<file path="config.mk">
export PLATFORM = sky130hd
export DESIGN_NAME = wb_regfile
export DESIGN_NICKNAME = d
export VERILOG_FILES = /design/src/rtl/wb_regfile_pkg.sv /design/src/rtl/regfile_2r1w.sv /design/src/rtl/wb_regfile.sv
export SDC_FILE = /design/constraint.sdc
export NUM_CORES = 2
export LEC_CHECK = 0
export BUFFER_PORTS_ARGS = -buffer_cell sky130_fd_sc_hd__buf_2
export CORE_MARGIN = 1.5
export CORE_UTILIZATION = 55
export CTS_CLUSTER_DIAMETER = 100
export CTS_CLUSTER_SIZE = 16
export DETAILED_ROUTE_END_ITERATION = 10
export HOLD_SLACK_MARGIN = 0.05
export PLACE_DENSITY_LB_ADDON = 0.08
export SLEW_MARGIN = 5
export SYNTH_ARGS = -nofsm -noshare
export SYNTH_HDL_FRONTEND = slang
export SYNTH_SLANG_ARGS = --single-unit
</file>
<file path="constraint.sdc">
create_clock -name clk -period 2.5 [get_ports clk]
set_input_delay 0.25 -clock clk [delete_from_list [all_inputs] [get_ports clk]]
set_output_delay 0.25 -clock clk [all_outputs]
set_load 0.01 [all_outputs]
</file>
<file path="src/rtl/wb_regfile_pkg.sv">
// Shared pipeline constants: data width, register-index width and the
// write-back result-select encodings.
package wb_regfile_pkg;

    localparam int XLEN   = 32;
    localparam int NREGS  = 32;
    localparam int REG_AW = $clog2(NREGS);

    localparam logic [1:0] RESULT_ALU = 2'b00;
    localparam logic [1:0] RESULT_MEM = 2'b01;
    localparam logic [1:0] RESULT_PC4 = 2'b10;

endpackage

</file>
<file path="src/rtl/regfile_2r1w.sv">
// 32 x XLEN register file: one synchronous write port, two combinational
// read ports with same-cycle write bypass, and an unbypassed debug port.
// Index 0 reads as zero on every port and is never written.
module regfile_2r1w
    import wb_regfile_pkg::*;
(
    input  logic              clk,
    input  logic              reset,
    input  logic              we,
    input  logic [REG_AW-1:0] waddr,
    input  logic [XLEN-1:0]   wdata,
    input  logic [REG_AW-1:0] raddr1,
    input  logic [REG_AW-1:0] raddr2,
    output logic [XLEN-1:0]   rdata1,
    output logic [XLEN-1:0]   rdata2,
    input  logic [REG_AW-1:0] dbg_addr,
    output logic [XLEN-1:0]   dbg_data
);

    logic [XLEN-1:0] regs_q [NREGS];
    logic [XLEN-1:0] regs_d [NREGS];

    // Next array contents: reset clears everything and wins over a write;
    // entry 0 is held at zero regardless.
    always_comb begin
        regs_d = regs_q;
        if (reset) begin
            for (int i = 0; i < NREGS; i++) begin
                regs_d[i] = '0;
            end
        end else if (we && (waddr != '0)) begin
            regs_d[waddr] = wdata;
        end
        regs_d[0] = '0;
    end

    // Array register.
    always_ff @(posedge clk) begin
        regs_q <= regs_d;
    end

    // Read ports: x0 forced to zero, otherwise the in-flight write is bypassed
    // so decode sees the value being committed this cycle.
    always_comb begin
        rdata1 = '0;
        rdata2 = '0;
        if (raddr1 != '0) begin
            rdata1 = (we && (waddr == raddr1)) ? wdata : regs_q[raddr1];
        end
        if (raddr2 != '0) begin
            rdata2 = (we && (waddr == raddr2)) ? wdata : regs_q[raddr2];
        end
    end

    // Debug port shows committed state only.
    always_comb begin
        dbg_data = '0;
        if (dbg_addr != '0) begin
            dbg_data = regs_q[dbg_addr];
        end
    end

endmodule

</file>
<file path="src/rtl/wb_regfile.sv">
// Write-back stage: selects the result from the IW-stage inputs, qualifies
// the write and commits it to the architectural register file, which also
// serves the decode read ports.
module wb_regfile
    import wb_regfile_pkg::*;
(
    input  logic              clk,
    input  logic              reset,
    input  logic [XLEN-1:0]   ALUResultW,
    input  logic [XLEN-1:0]   ReadDataW,
    input  logic [XLEN-1:0]   PCPlus4W,
    input  logic [REG_AW-1:0] rdW,
    input  logic              RegWriteW,
    input  logic [1:0]        ResultSrcW,
    output logic [XLEN-1:0]   ResultW,
    input  logic [REG_AW-1:0] rs1D,
    input  logic [REG_AW-1:0] rs2D,
    output logic [XLEN-1:0]   RD1D,
    output logic [XLEN-1:0]   RD2D,
    input  logic [REG_AW-1:0] dbg_addr,
    output logic [XLEN-1:0]   dbg_data
);

    logic we;

    // Result select; the reserved encoding yields zero, which is then
    // committed like any other result.
    always_comb begin
        ResultW = '0;
        case (ResultSrcW)
            RESULT_ALU: ResultW = ALUResultW;
            RESULT_MEM: ResultW = ReadDataW;
            RESULT_PC4: ResultW = PCPlus4W;
            default:    ResultW = '0;
        endcase
    end

    // Writes to x0 and writes during reset are dropped, which also disables
    // the read bypass for them.
    always_comb begin
        we = RegWriteW && (rdW != '0) && !reset;
    end

    regfile_2r1w u_regfile (
        .clk      (clk),
        .reset    (reset),
        .we       (we),
        .waddr    (rdW),
        .wdata    (ResultW),
        .raddr1   (rs1D),
        .raddr2   (rs2D),
        .rdata1   (RD1D),
        .rdata2   (RD2D),
        .dbg_addr (dbg_addr),
        .dbg_data (dbg_data)
    );

endmodule

</file>
==> impl_metrics.yaml <==
status:
  status: "complete, but fails checks"
  violations: "setup timing"
routing:
  vias: 52900
  drtPass1Iterations: 6
  vias_per_cell: 7.20
  drtIter0Drc: 7094
  drc_errors: 0
  avgRoutedWirePerCell_um: 32.1
  wirelength_um: 236000
  ant_nets: 0
run:
  cap_violations: 0
floorplanning:
  die_y_um: 329
  core_area_um2: 105000
  row_count: 119
  ios: 249
  start_util_pct: 55.4
  die_w_um: 329
  dieArea_um2: 108000
timing:
  finalCritPeriodShare_pct: 137
  worst_pin_slew_ps: 1350
  fmax_mhz: 292
  setup_viol: 94
  slew_violations: 0
  fin_crit_ps: 3430
  skew_ps: 0
  fin_ws_ps: -927
  relSlewSlack_pct: 9.47
  whs_ps: 195
  rsz0062_at_grt: "yes"
  hold_viol: 0
pwr:
  p_per_area_nw_per_um2: 471
  p_switching_mw: 9.92
  comb_power_share_pct: 18.7
  power_mw: 33.5
  p_int_mw: 23.6
  swShare_pct: 29.6
  power_frac_clock_pct: 33.6
  vdd_drop_max_v: 0.000599
  pwr-share-seq_pct: 47.7
  power_leakage_nw: 24.5
synth:
  syn-num-nets: 5796
  synth_cell_types: 52
  yosysWarnings: 0
  synth-seq-cells: 992
  synth_async_sr_flop_share_pct: 0
  yosys.area.top_type: "dfxtp_1"
  synth_area_leaders: "dfxtp_1 (34%), mux4_2 (23%), a211oi_1 (13%)"
  seq_area_frac_synth_pct: 34.1
  synth-edff-count: 0
  yosysTopAreaCellShare_pct: 34.1
  synthFlopType: "dfxtp_1"
  yosysMostFrequentCell: "nor2_1"
  synth_area_um2: 58300
  ys_top_cells_by_count: "nor2_1 (1119), a211oi_1 (998), dfxtp_1 (992)"
  synthCells: 5675
  avgSynthCellArea_um2: 10.3
cts:
  cts-root-buf: "clkbuf_16"
  htree_levels: 3
  insertion_delay_ps: 670
  clockBufferDepth: 3
  cts_tree: "done"
  clock_sinks: 992
  clk_pin_slew_ps: 80
  cts_buffers: 71
critical_path:
  endpoint_kind: "primary output"
  cp_max_fo: 2
  slowest_stage: "o211ai_1"
  worstPathRequired_ps: 2250
  worstSetupStartpointType: "flop"
  crit_chain: "mux4_2 -> mux2_4 -> o211ai_1 -> o21ai_1 -> buf_2"
  worst_ep_arrival_time_ps: 3180
  critPathMaxStageDelay_ps: 1050
  critPathKind: "flop to primary output"
placed_design:
  port-buffer-count: 248
  dp_slack_ps: -885
  gp_congestion: 0.957
  hpwl_um: 152000
global_routing:
  grt_pass1_wl_um: 340000
  grt.overflow.total: 0
  antenna_found_initial: 7
  grt_max_degree: 202
  track_usage_pct: 42.6
  grt_pass1_vias: 50200
final_layout:
  top_register: "u_regfile.regs_q"
  postLayoutCoreUtil_pct: 67.7
  largest_reg_flops: 992
  syn_to_final_growth_pct: 22.2
  drive_above_1_share_pct: 42.5
  fin_nets: 6074
  top_regs: "u_regfile.regs_q (992)"
worst_hold_path:
  hold_class: "input pin to flop"
[placed cells by master, fill, tap and decap left out, types with 76 or more instances in the layout]
| cell | synthesis | layout |
|---|---|---|
| nor2_1 | 1119 | 1084 |
| a211oi_1 | 998 | 993 |
| mux4_2 | 586 | 586 |
| dfxtp_1 | 992 | 551 |
| buf_4 | 30 | 434 |
| dfxtp_2 | 0 | 431 |
| mux2i_1 | 307 | 301 |
| buf_2 | 138 | 199 |
| buf_12 | 0 | 170 |
| mux2_2 | 183 | 137 |
| a22oi_1 | 133 | 122 |
| buf_6 | 7 | 103 |
| clkbuf_16 | 0 | 76 |
[cells by family (layout without fill, tap and decap cells)]
family | Yosys count | count (layout) | synth area share [%]
other | 0 | 2 | 0
buffers and inverters | 755 | 1037 | 5.45
DFF | 992 | 992 | 34.1
AOI/OAI and AO/OA | 1607 | 1607 | 20.6
and+or+nand+nor | 1235 | 1235 | 8.29
muxes | 1076 | 1076 | 31.4
xor gates and xnor gates | 10 | 10 | 0.150
[through the flow]
stage	cell area [um2]	TNS (ps)	instances
after floorplan	58300	0	5675
after global placement	65200	-23230	7156
after detailed placement	65200	-23760	7156
after CTS	70100	-20580	7328
after global routing	71300	-24610	7348
final	71300	-21690	7350
[critical path: cells and delay by family (launching register included)]
| family | cells | cell delay, ps |
|---|---|---|
| buffers and inverters | 1 | 210 |
| flip-flops | 1 | 320 |
| AO/OA/AOI/OAI | 2 | 1180 |
| multiplexers | 2 | 780 |
[cell type report]
cell class | count | area (um2)
Sequential cell | 992 | 20400
Tap cell | 1391 | 1740
Multi-Input combinational cell | 3928 | 37800
Antenna cell | 2 | 5.00
Inverter | 33 | 124
Clock buffer | 74 | 1850
Clock inverter | 3 | 33.8
Fill cell | 8129 | 34000
Timing Repair Buffer | 927 | 9290
[metal layers]
layer / vias to the layer above / part of all wire (%) / track usage (%)
met5: - / 0.018 / 0
met4: 6 / 8.0 / 30.0
met3: 803 / 10 / 8.53
met2: 3477 / 45 / 64.5
met1: 26100 / 37 / 54.7
li1: 22600 / - / -
[timing repair]
| item | 4_1_cts | 5_1_grt |
|---|---|---|
| hold endpoints to repair | 5 | 0 |
| resized for setup | 696 | 296 |
| pin swaps | 150 | 109 |
| hold buffers | 1 | 0 |
| setup endpoints to repair | 96 | 96 |
| cloned | 3 | 2 |
| setup buffers | 106 | 36 |
[power groups by stage]
stage               registers, mW  logic (mW)  clock network, mW
floorplan                    16.3        2.99                  0
global placement             16.4        5.54                  0
detailed placement           16.4        5.57                  0
CTS                          16.0        5.96               11.3
global route                 16.0        6.43               11.8
finish                       16.0        6.27               11.3
[final timing paths]
path              depth (start not counted)                                from  slack (ps)                            endpoint
hold / removal                            4                        PCPlus4W[26]         190  u_regfile.regs_q[538]$_SDFFE_PP0P_
hold reg to reg                           2  u_regfile.regs_q[537]$_SDFFE_PP0P_         510  u_regfile.regs_q[537]$_SDFFE_PP0P_
setup / recovery                          5  u_regfile.regs_q[146]$_SDFFE_PP0P_        -930                            RD1D[18]
setup reg to reg                          4    u_regfile.regs_q[8]$_SDFFE_PP0P_        1590    u_regfile.regs_q[8]$_SDFFE_PP0P_
No activity file was read; power rests on OpenSTA's default activity.
